File: config.mk
export PLATFORM = sky130hd
export DESIGN_NAME = tag_lookup_issue
export DESIGN_NICKNAME = d
export VERILOG_FILES = /design/src/rtl/tag_lookup_issue_pkg.sv /design/src/rtl/req_fifo.sv /design/src/rtl/tag_lookup_issue.sv
export SDC_FILE = /design/constraint.sdc
export NUM_CORES = 1
export LEC_CHECK = 0
export ABC_AREA = 0
export CORE_MARGIN = 1
export CORE_UTILIZATION = 25
export CTS_CLUSTER_DIAMETER = 50
export DETAILED_ROUTE_END_ITERATION = 8
export PLACE_DENSITY = 0.39
export SLEW_MARGIN = 10
export SYNTH_ARGS = -nofsm -noshare
export SYNTH_HDL_FRONTEND = slang
export SYNTH_HIERARCHICAL = 1
export SYNTH_SLANG_ARGS = --single-unit
File: constraint.sdc
create_clock -name clk -period 16.45 [get_ports clk]
set_clock_uncertainty 0.05 [all_clocks]
set_input_delay 1.645 -clock clk [delete_from_list [all_inputs] [get_ports clk]]
set_output_delay 1.645 -clock clk [all_outputs]
set_load 0.1 [all_outputs]
File: src/rtl/tag_lookup_issue_pkg.sv
// Shared request layout and AR handshake state encoding for the tag path.
// No logic: field positions and types only.
// Reused by tag lookup/issue, the tag comparator and the reorder buffer.
package tag_lookup_issue_pkg;

    // Request word layout: {is_write, id[15:0], byte_addr[63:0]}
    localparam int REQ_W        = 81;
    localparam int IS_WRITE_BIT = 80;
    localparam int ID_MSB       = 79;
    localparam int ID_LSB       = 64;
    localparam int ADDR_MSB     = 63;
    localparam int ADDR_LSB     = 0;

    // AR channel handshake state
    typedef enum logic {
        AR_IDLE  = 1'b0,
        AR_VALID = 1'b1
    } ar_state_t;

endpackage

File: src/rtl/req_fifo.sv
// Synchronous FIFO with occupancy count, full and empty flags.
// Latency: push visible at head the cycle after the write edge; head is combinational.
// Backpressure: push ignored when full, pop ignored when empty; empty head reads as zero.
module req_fifo #(
    parameter int WIDTH = 81,
    parameter int DEPTH = 8
) (
    input  logic                     clk,
    input  logic                     rst,
    input  logic                     push,
    input  logic [WIDTH-1:0]         push_data,
    input  logic                     pop,
    output logic [WIDTH-1:0]         head_data,
    output logic [$clog2(DEPTH):0]   count,
    output logic                     full,
    output logic                     empty
);

    localparam int PTR_W = (DEPTH > 1) ? $clog2(DEPTH) : 1;
    localparam int CNT_W = $clog2(DEPTH) + 1;

    logic [WIDTH-1:0] mem [DEPTH];
    logic [PTR_W-1:0] wr_ptr;
    logic [PTR_W-1:0] rd_ptr;
    logic             do_push;
    logic             do_pop;

    assign full      = (count == CNT_W'(DEPTH));
    assign empty     = (count == '0);
    assign do_push   = push && !full;
    assign do_pop    = pop && !empty;
    assign head_data = empty ? '0 : mem[rd_ptr];

    // Storage write; data words need no reset since empty masks the head.
    always_ff @(posedge clk) begin
        if (do_push) begin
            mem[wr_ptr] <= push_data;
        end
    end

    // Pointers wrap naturally at a power-of-two depth; count tracks occupancy.
    always_ff @(posedge clk) begin
        if (rst) begin
            wr_ptr <= '0;
            rd_ptr <= '0;
            count  <= '0;
        end else begin
            if (do_push) begin
                wr_ptr <= wr_ptr + PTR_W'(1);
            end
            if (do_pop) begin
                rd_ptr <= rd_ptr + PTR_W'(1);
            end
            case ({do_push, do_pop})
                2'b10:   count <= count + CNT_W'(1);
                2'b01:   count <= count - CNT_W'(1);
                default: count <= count;
            endcase
        end
    end

endmodule

File: src/rtl/tag_lookup_issue.sv
// Accepts host requests, issues the tag-entry AXI read and queues the request for the comparator.
// Latency: accept at edge N -> arvalid_o and fifo_valid_o high from cycle N+1.
// Backpressure: req_ready_o drops when the FIFO is full or an AR is pending without arready_i.
module tag_lookup_issue
    import tag_lookup_issue_pkg::*;
#(
    parameter int          TAG_BIT_SIZE  = 8,
    parameter int          LINE_BITS     = 6,
    parameter int          FIFO_DEPTH    = 8,
    parameter logic [63:0] TAG_BASE_ADDR = 64'h0
) (
    input  logic                          clk,
    input  logic                          rst,
    input  logic                          req_valid_i,
    output logic                          req_ready_o,
    input  logic [REQ_W-1:0]              req_data_i,
    output logic [63:0]                   araddr_o,
    output logic                          arvalid_o,
    input  logic                          arready_i,
    output logic [REQ_W-1:0]              fifo_data_o,
    output logic                          fifo_valid_o,
    input  logic                          fifo_pop_i,
    output logic [$clog2(FIFO_DEPTH):0]   count_o,
    output logic                          err_o
);

    localparam int IDX_LO = ADDR_LSB + LINE_BITS;
    localparam int IDX_HI = ADDR_LSB + TAG_BIT_SIZE - 1;

    ar_state_t   state;
    ar_state_t   state_next;
    logic        accept;
    logic        fifo_full;
    logic        fifo_empty;
    logic [63:0] araddr_next;

    // Each tag entry is 8 bytes, indexed by the set bits between line offset and tag.
    assign araddr_next = TAG_BASE_ADDR + (64'(req_data_i[IDX_HI:IDX_LO]) << 3);

    // Only the registered count gates readiness, so a same-cycle pop cannot unblock a full FIFO.
    assign req_ready_o  = !rst && !fifo_full && (state == AR_IDLE || arready_i);
    assign accept       = req_valid_i && req_ready_o;
    assign arvalid_o    = (state == AR_VALID);
    assign fifo_valid_o = !fifo_empty;

    // Next AR state: a new accept keeps the channel busy, a lone handshake frees it.
    always_comb begin
        state_next = state;
        case (state)
            AR_IDLE: begin
                if (accept) begin
                    state_next = AR_VALID;
                end
            end
            AR_VALID: begin
                if (accept) begin
                    state_next = AR_VALID;
                end else if (arready_i) begin
                    state_next = AR_IDLE;
                end
            end
            default: state_next = AR_IDLE;
        endcase
    end

    // AR state register.
    always_ff @(posedge clk) begin
        if (rst) begin
            state <= AR_IDLE;
        end else begin
            state <= state_next;
        end
    end

    // AR address loads only on accept, so it holds while the slave stalls.
    always_ff @(posedge clk) begin
        if (rst) begin
            araddr_o <= '0;
        end else if (accept) begin
            araddr_o <= araddr_next;
        end
    end

    // Sticky underflow: comparator popped with nothing queued.
    always_ff @(posedge clk) begin
        if (rst) begin
            err_o <= 1'b0;
        end else if (fifo_pop_i && fifo_empty) begin
            err_o <= 1'b1;
        end
    end

    req_fifo #(
        .WIDTH (REQ_W),
        .DEPTH (FIFO_DEPTH)
    ) u_req_fifo (
        .clk       (clk),
        .rst       (rst),
        .push      (accept),
        .push_data (req_data_i),
        .pop       (fifo_pop_i),
        .head_data (fifo_data_o),
        .count     (count_o),
        .full      (fifo_full),
        .empty     (fifo_empty)
    );

endmodule

==> results of run 1 <==
-- registers in the layout, summed over array words and instances, names as in the netlist, named ones only --
signal             flops
err_o                  1
u_req_fifo/mem       648
u_req_fifo/rd_ptr      3
arvalid_o              1
u_req_fifo/wr_ptr      3
u_req_fifo/count       4
araddr_o               2
-- report_power, final --
group | internal (W) | total, W | switching [W]
clock | 0.00124 | 0.00199 | 0.000745
combinational | 0.000434 | 0.00185 | 0.00141
sequential | 0.00190 | 0.00194 | 0.0000369
-- layer usage --
layer,wire (um),vias to the layer above
met3,3058,100
met5,97,-
met4,1198,16
met2,31870,301
li1,-,5231
met1,26490,6434
-- worst max path at each step --
stage	end	startpoint	slack [ps]
5_1_grt	fifo_data_o[67]	register	8950
3_3_place_gp	fifo_data_o[68]	register	9800
4_1_cts	fifo_data_o[61]	register	9170
6_report	fifo_data_o[60]	register	9530
2_1_floorplan	u_req_fifo/mem[0][0]	rst	5670
3_5_place_dp	fifo_data_o[61]	register	9870
-- per-stage QoR --
step	setup WS, ps	instances	utilization, %
finish	9534	2866	31.40
global route	8948	2865	31.40
CTS	9166	2865	31.40
detailed placement	9873	2694	28.35
global placement	9805	2694	28.35
floorplan	5674	1244	-
-- layout by cell type (no fill, tap or decap), drive strengths merged, types with 5 or more instances in the layout --
cell	count
a21oi	8
buf	26
bufinv	12
clkbuf	103
clkdlybuf4s50	175
clkinv	30
clkinvlp	12
conb	62
dfxtp	17
edfxtp	648
ha	5
inv	17
mux2i	83
mux4	162
nand2	5
nor2	96
o21ai	5
xor2	5
-- critical path, cell delays in order (launching register included) --
cell             delay, ps
dfxtp_4                830
buf_4                  840
buf_4                  930
mux4_2                 380
mux2i_1                 70
nor2_1                 280
clkdlybuf4s50_1       1200
-- area by class of cell --
type	instances	area [um^2]	share of cell area (%)
Sequential cell	665	19810	61.65
Multi-Input combinational cell	457	5532	17.22
Clock buffer	103	2386	7.426
Timing Repair Buffer	201	1947	6.059
Tap cell	1368	1712	5.327
Clock inverter	68	730.7	2.274
Inverter	3	11.26	0.03505
Antenna cell	1	2.502	0.007788
-- logic make-up after synthesis --
group / share of synthesized area [%]
multiplexers: 17.33
flip-flops: 76.39
buffers and inverters: 3.394
other: 0.01447
XOR/XNOR: 0.2028
adder cells (fa/ha/maj): 0.2414
AO/OA/AOI/OAI: 0.2800
AND/OR/NAND/NOR: 2.148
==> impl_metrics.json, run 1 <==
{
  "path_clk_slew_ps": 50,
  "relSlewSlack_pct": 25.05,
  "clock_latency_ps": 620,
  "whs_path_depth": 2,
  "htree_levels": 3,
  "crit_path_end_kind": "output pin",
  "stdcell_area_mm2": 0.03213,
  "core_region_area_mm2": 0.1023,
  "rsz0062_at_grt": "false",
  "nNetsFinal": 1511,
  "cts_buffer_depth": 3,
  "drive_above_1_share_pct": 23.51,
  "peakVddDrop_v": 0.0001333,
  "grt_antenna_before_repair": 9,
  "start_kind": "register",
  "drt_iter0_drc": 548,
  "grt_use_met2_pct": 21.13,
  "whs_endpoint": "err_o",
  "timing.final.crit_share_pct": 42.04,
  "crit_arrival_ps": 5220,
  "cts.sinks": 665,
  "clock.fmax_mhz": 144.6,
  "crit_required_ps": 14760,
  "min_period_ps": 6916,
  "worst_slew_pin_slew_ps": 1121,
  "grt_usage_pct": 12.22,
  "synth_edf_count": 648,
  "die_y_um": 324.0,
  "drv_slew": 0,
  "reg2reg_from": "u_req_fifo/count[1]",
  "max_cap_viol_count": 0,
  "root_buffer": "clkbuf_16",
  "synth_most_common_cell": "edfxtp_1",
  "vias": 12082,
  "hp-start": "err_o",
  "synth-seq-area-share_pct": 76.39,
  "post_cts_buffers": 0,
  "firstDrtPassIters": 4,
  "cp_max_fo": 47,
  "setup_viol": 0,
  "placed_area_mm2": 0.02901,
  "vias_per_cell": 4.216,
  "rows": 117,
  "synth_flop_cell": "edfxtp_1",
  "port_buffers": 176,
  "io_pins": 239,
  "hold_viol": 0,
  "grt_util_met3_pct": 2.978,
  "whs_ps": 436.6,
  "fillCellCount": 9903,
  "grt_pass1_vias": 13316,
  "drc_errors": 0,
  "ctsHoldBuffers": 0,
  "power_density_mw_per_mm2": 179.8,
  "cts_tree": "built",
  "grt_util_met1_pct": 15.01,
  "r2r-end": "u_req_fifo/mem[0][60]",
  "place.gp.congestion": 0.6652,
  "power_w": 0.005776,
  "cts_buffers": 92,
  "grt_pass1_wl_um": 91560,
  "synth_cell_types": 36,
  "hpwlAfterDp_um": 31880,
  "dieArea_mm2": 0.1050,
  "dieWidth_um": 324.0,
  "synth-seq-cells": 665,
  "status": "finished, final reports clean",
  "wl_um": 62720,
  "ys_top_cells_by_area": "edfxtp_1 (75%), mux4_2 (14%), mux2i_1 (3.2%)",
  "p_leak_nw": 9.793,
  "synth_top_area_share_pct": 75.08,
  "synthTopCellsByCount": "edfxtp_1 (648), mux4_2 (162), nor2_1 (96)",
  "yosys_warnings": 6,
  "drtAntennaViolNets": 0,
  "hold_path_class": "reg -> reg",
  "overflow": 0,
  "syn_area_mm2": 0.02592,
  "fin_setup_tns_ps": 0,
  "cts-resized-gates": 0,
  "synthToLayoutAreaGrowth_pct": 23.97,
  "detail_route.wl_per_cell_um": 21.88,
  "synth.largest_area_cell": "edfxtp_1",
  "synthArstFlopShare_pct": 0,
  "start_util_pct": 25.33,
  "top_usage_layer": "met2",
  "avgSynthCellArea_um2": 21.91,
  "postSynthCellCount": 1183,
  "worstSetupPathType": "reg -> out",
  "r2r_slack_ps": 13150,
  "reg2reg_depth": 8,
  "grt_max_degree": 59
}
(Power assumes the default switching activity.)
==> run 2: changes to the inputs <==
--- a/config.mk
+++ b/config.mk
@@ -10,7 +10,7 @@
 export CORE_UTILIZATION = 25
 export CTS_CLUSTER_DIAMETER = 50
 export DETAILED_ROUTE_END_ITERATION = 8
-export PLACE_DENSITY = 0.39
+export PLACE_DENSITY = 0.41
 export SLEW_MARGIN = 10
 export SYNTH_ARGS = -nofsm -noshare
 export SYNTH_HDL_FRONTEND = slang
==> constraint.sdc (replaced) <==
create_clock -name clk -period 5.9 [get_ports clk]
set_clock_uncertainty 0.05 [all_clocks]
set_input_delay 0.59 -clock clk [delete_from_list [all_inputs] [get_ports clk]]
set_output_delay 0.59 -clock clk [all_outputs]
set_load 0.1 [all_outputs]
==> run 2 against run 1 <==
Net effect:
- global-route usage decreased by 0.11 points
- register-to-register slack got worse by 11000 ps
- first-iteration DRC count increased by 20%
- sequential share of layout area down 0.37 points
- non-clock buffer count rose by 11
- critical endpoint is now fifo_data_o[61]
- highest routed layer unchanged
==> impl_metrics.json, run 2 (synthesis results as in run 1) <==
{
  "status": "finished, final reports clean",
  "dieArea_mm2": 0.1050,
  "combPwrFrac_pct": 32.5,
  "setup_viol": 0,
  "htree_levels": 3,
  "p_leak_nw": 9.830,
  "synthToLayoutAreaGrowth_pct": 24.73,
  "grt_antenna_before_repair": 14,
  "path_clk_slew_ps": 60,
  "relSlewSlack_pct": 24.38,
  "drtAntennaViolNets": 0,
  "wl_um": 62660,
  "layout_commonest_cell": "edfxtp_1",
  "dieWidth_um": 324.0,
  "fin_setup_tns_ps": 0,
  "hold_viol": 0,
  "ctsHoldBuffers": 0,
  "reg_top3": "u_req_fifo/mem x648, u_req_fifo/count x4",
  "post_cts_buffers": 0,
  "place.gp.congestion": 0.6613,
  "min_period_ps": 4471,
  "rsz0062_at_grt": "false",
  "grt_usage_pct": 12.11,
  "drv_slew": 0,
  "hold_path_class": "reg -> reg",
  "nNetsFinal": 1517,
  "root_buffer": "clkbuf_16",
  "cp_max_fo": 49,
  "cts.sinks": 665,
  "internal-power_w": 0.009843,
  "layout_common_cells": "edfxtp_1 (648), clkdlybuf4s50_1 (176), mux4_2 (162), nor2_1 (90), clkbuf_16 (87)",
  "largest_register_ffs": 648,
  "crit_path_end_kind": "output pin",
  "peakVddDrop_v": 0.0004318,
  "vias": 11973,
  "cts_buffers": 87,
  "grt_pass1_wl_um": 91160,
  "vias_per_cell": 4.175,
  "cts-resized-gates": 0,
  "overflow": 0,
  "io_pins": 239,
  "port_buffers": 176,
  "seqPwrFrac_pct": 33.9,
  "die_y_um": 324.0,
  "clkPwrFrac_pct": 33.6,
  "crit_arrival_ps": 3830,
  "start_util_pct": 25.33,
  "crit_required_ps": 5260,
  "timing.final.crit_share_pct": 75.78,
  "finish.utilization_pct": 31.59,
  "clock.fmax_mhz": 223.7,
  "clock_latency_ps": 630,
  "p_sw_share_pct": 38.30,
  "hpwlAfterDp_um": 35860,
  "grt_max_degree": 76,
  "drc_errors": 0,
  "largest-register": "u_req_fifo/mem",
  "worst_slew_pin_slew_ps": 1131,
  "detail_route.wl_per_cell_um": 21.85,
  "drt_iter0_drc": 657,
  "p_sw_w": 0.006110,
  "worstSetupPathType": "reg -> out",
  "power_density_mw_per_mm2": 493.5,
  "rows": 117,
  "max_cap_viol_count": 0,
  "firstDrtPassIters": 4,
  "core_region_area_mm2": 0.1023,
  "cts_tree": "built",
  "cts_buffer_depth": 3,
  "grt_pass1_vias": 13101,
  "drive_above_1_share_pct": 23.77,
  "start_kind": "register"
}
==> run 2: cell count changes in the layout (fill, tap and decap cells not counted), sizes merged <==
cell | before | now
buf | 26 | 36
clkbuf | 103 | 98
clkdlybuf4s50 | 175 | 176
clkinv | 30 | 32
clkinvlp | 12 | 11
diode | 1 | 2
inv | 17 | 11
==> run 2: layout make-up <==
class / count / area (um^2)
Multi-Input combinational cell: 457 / 5555
Timing Repair Buffer: 212 / 2220
Fill cell: 9825 / 70000
Sequential cell: 665 / 19810
Clock buffer: 98 / 2228
Antenna cell: 2 / 5.005
Tap cell: 1368 / 1712
Clock inverter: 63 / 785.8
Inverter: 3 / 11.26
==> run 2: worst paths after layout <==
kind | depth (start not counted) | endpoint | slack [ps] | from
max | 5 | fifo_data_o[61] | 1430 | register
min | 2 | araddr_o[4] | 430 | araddr_o[4]
max reg2reg | 7 | u_req_fifo/mem[3][29] | 2580 | u_req_fifo/count[1]
min reg2reg | 2 | araddr_o[4] | 430 | araddr_o[4]
==> run 2: layer usage <==
layer | vias up | global-route usage [%] | share of wire [%]
li1 | 5223 | - | -
met1 | 6351 | 14.74 | 42
met2 | 278 | 21.01 | 51
met3 | 101 | 3.053 | 5.2
met4 | 20 | 3.637 | 2.0
met5 | - | 0 | 0.19
==> run 2: per-stage QoR <==
step	worst slack [ps]	instance area, um^2	power (W)	instances	hold slack, ps
global route	1252	32320	0.01654	2867	471.7
floorplan	332.5	26210	0.009461	1244	412.2
CTS	1309	32320	0.01624	2866	433.9
finish	1429	32330	0.01595	2868	433.4
detailed placement	1869	29310	0.01081	2705	414.0
global placement	1859	29310	0.01081	2705	407.9
==> run 2: power groups by stage <==
stage               sequential (W)  combinational (W)  clock [W]
floorplan                  0.00554            0.00392          0
global placement           0.00550            0.00531          0
detailed placement         0.00551            0.00530          0
CTS                        0.00541            0.00531    0.00552
global route               0.00542            0.00542    0.00570
finish                     0.00540            0.00518    0.00537
==> run 2: critical path, cell delays in order (launching register included) <==
cell and delay [ps]:
dfxtp_4 950, buf_12 310, mux4_2 220, mux2i_1 70, nor2_1 380, clkdlybuf4s50_1 1230
==> run 3: changes to the inputs <==
--- a/config.mk
+++ b/config.mk
@@ -10,7 +10,7 @@
 export CORE_UTILIZATION = 25
 export CTS_CLUSTER_DIAMETER = 50
 export DETAILED_ROUTE_END_ITERATION = 8
-export PLACE_DENSITY = 0.41
+export PLACE_DENSITY = 0.39
 export SLEW_MARGIN = 10
 export SYNTH_ARGS = -nofsm -noshare
 export SYNTH_HDL_FRONTEND = slang
==> constraint.sdc (replaced) <==
create_clock -name clk -period 4.6 [get_ports clk]
set_clock_uncertainty 0.05 [all_clocks]
set_input_delay 0.46 -clock clk [delete_from_list [all_inputs] [get_ports clk]]
set_output_delay 0.46 -clock clk [all_outputs]
set_load 0.1 [all_outputs]
==> run 3 against run 2 <==
Net effect:
- utilization up 0.11 points
- cell count up 0.24%
- first-iteration DRC count up 5.9%
- hold slack about the same
- setup slack worse by 780 ps
- register-to-register slack worse by 890 ps
- critical path depth unchanged
==> impl_metrics.json, run 3 (synthesis results as in run 1) <==
{
  "drive_above_1_share_pct": 27.95,
  "hold_viol": 0,
  "cp_max_fo": 26,
  "cts_buffer_depth": 3,
  "p_sw_w": 0.007883,
  "port_buffers": 176,
  "peakVddDrop_v": 0.0005075,
  "cts_buffers": 93,
  "firstDrtPassIters": 4,
  "largest-register": "u_req_fifo/mem",
  "layout_commonest_cell": "edfxtp_1",
  "timing.final.crit_share_pct": 85.99,
  "grt_max_degree": 81,
  "whs_ps": 432.9,
  "worst_slew_pin_slew_ps": 1025,
  "nNetsFinal": 1523,
  "clock_latency_ps": 640,
  "io_pins": 239,
  "stdcell_area_mm2": 0.03244,
  "critical-path-slowest-cell": "clkdlybuf4s50_1",
  "path_clk_slew_ps": 60,
  "crit_arrival_ps": 3450,
  "drt_iter0_drc": 696,
  "final_cells": 2875,
  "seqPwrFrac_pct": 33.0,
  "reg_top3": "u_req_fifo/mem x648, u_req_fifo/count x4",
  "setup_viol": 0,
  "placed_area_mm2": 0.02922,
  "p_sw_share_pct": 37.74,
  "whs_path_depth": 2,
  "vias": 12037,
  "rsz0062_at_grt": "false",
  "cts.sinks": 665,
  "crit_path_end_kind": "output pin",
  "grt_pass1_vias": 13170,
  "largest_register_ffs": 648,
  "finish.utilization_pct": 31.70,
  "worstSetupPathType": "reg -> out",
  "htree_levels": 3,
  "crit_required_ps": 4090,
  "layout_common_cells": "edfxtp_1 (648), mux4_2 (162), clkdlybuf4s50_1 (121), clkbuf_16 (94), nor2_1 (90)",
  "overflow": 0,
  "drv_slew": 0,
  "multi_input_area_mm2": 0.005573,
  "rows": 117,
  "combPwrFrac_pct": 31.6,
  "place.gp.congestion": 0.6650,
  "clock.fmax_mhz": 252.8,
  "start_util_pct": 25.33,
  "hold_path_class": "reg -> reg",
  "internal-power_w": 0.01300,
  "core_region_area_mm2": 0.1023,
  "cts_tree": "built",
  "hpwlAfterDp_um": 32510,
  "grt_pass1_wl_um": 91110,
  "drtAntennaViolNets": 0,
  "dieArea_mm2": 0.1050,
  "status": "finished, final reports clean",
  "clkPwrFrac_pct": 35.4,
  "cts-resized-gates": 0,
  "ctsHoldBuffers": 0,
  "synthToLayoutAreaGrowth_pct": 25.18,
  "dieWidth_um": 324.0,
  "seq_area_mm2": 0.01982,
  "die_y_um": 324.0,
  "detail_route.wl_per_cell_um": 21.81,
  "min_period_ps": 3956,
  "grt_usage_pct": 12.15,
  "slowest_delay_ps": 990,
  "start_kind": "register",
  "fillCellCount": 9817,
  "reg2reg_depth": 7,
  "wl_um": 62700,
  "dp_cells": 2705,
  "vias_per_cell": 4.187,
  "post_cts_buffers": 0,
  "grt_antenna_before_repair": 6,
  "p_leak_nw": 10.05,
  "root_buffer": "clkbuf_16",
  "relSlewSlack_pct": 31.47,
  "max_cap_viol_count": 0,
  "crit_chain": "buf_4 -> mux4_2 -> mux2i_1 -> nor2_1 -> clkdlybuf4s50_1",
  "drc_errors": 0,
  "power_density_mw_per_mm2": 643.8,
  "fin_setup_tns_ps": 0
}
==> run 3: cell types whose count changed in the layout (fill, tap and decap cells not counted), moves of 6 or more <==
cell and change:
clkdlybuf4s50_1 -55, buf_4 +54, clkbuf_1 +8, clkbuf_16 +7, clkinvlp_4 -6
==> run 3: worst max-delay path, delay by kind of cell, from the launching register on <==
family / cells / cell delay [ps]
buffers and inverters: 2 / 1500
muxes: 2 / 780
and+or+nand+nor: 1 / 60
DFF: 1 / 440
==> run 3: area by class of cell <==
class	instances	share of cell area, %
multi-input combinational	457	17.18
inverter	3	0.04242
antenna	1	0.007713
timing repair buffer	212	6.456
tap	1368	5.276
clock buffer	112	7.459
sequential	665	61.10
clock inverter	57	2.480
==> run 3: power groups by stage <==
stage	clock (W)	sequential, W	combinational (W)
floorplan	0	0.00711	0.00504
global placement	0	0.00702	0.00674
detailed placement	0	0.00702	0.00674
CTS	0.00762	0.00690	0.00675
global route	0.00783	0.00691	0.00691
finish	0.00739	0.00690	0.00660
==> run 3: per-layer routing <==
| layer | vias to the layer above | part of all wire (%) | global-route usage, % |
|---|---|---|---|
| met4 | 12 | 2.3 | 3.836 |
| met5 | - | 0.14 | 0 |
| met2 | 282 | 51 | 20.84 |
| met3 | 117 | 4.4 | 2.972 |
| li1 | 5241 | - | - |
| met1 | 6385 | 42 | 14.99 |
==> run 3: path summary, 6_finish.rpt <==
kind / startpoint / to / slack (ps)
min reg2reg: err_o / err_o / 430
min: err_o / err_o / 430
max: register / fifo_data_o[1] / 640
max reg2reg: u_req_fifo/count[3] / u_req_fifo/mem[1][62] / 1690
==> run 3: through the flow <==
| stage | total power (W) | worst slack [ps] |
|---|---|---|
| 2_1_floorplan | 0.01216 | -290.9 |
| 3_3_place_gp | 0.01376 | 1176 |
| 3_5_place_dp | 0.01376 | 1202 |
| 4_1_cts | 0.02127 | 481.6 |
| 5_1_grt | 0.02166 | 380.3 |
| 6_report | 0.02089 | 644.5 |
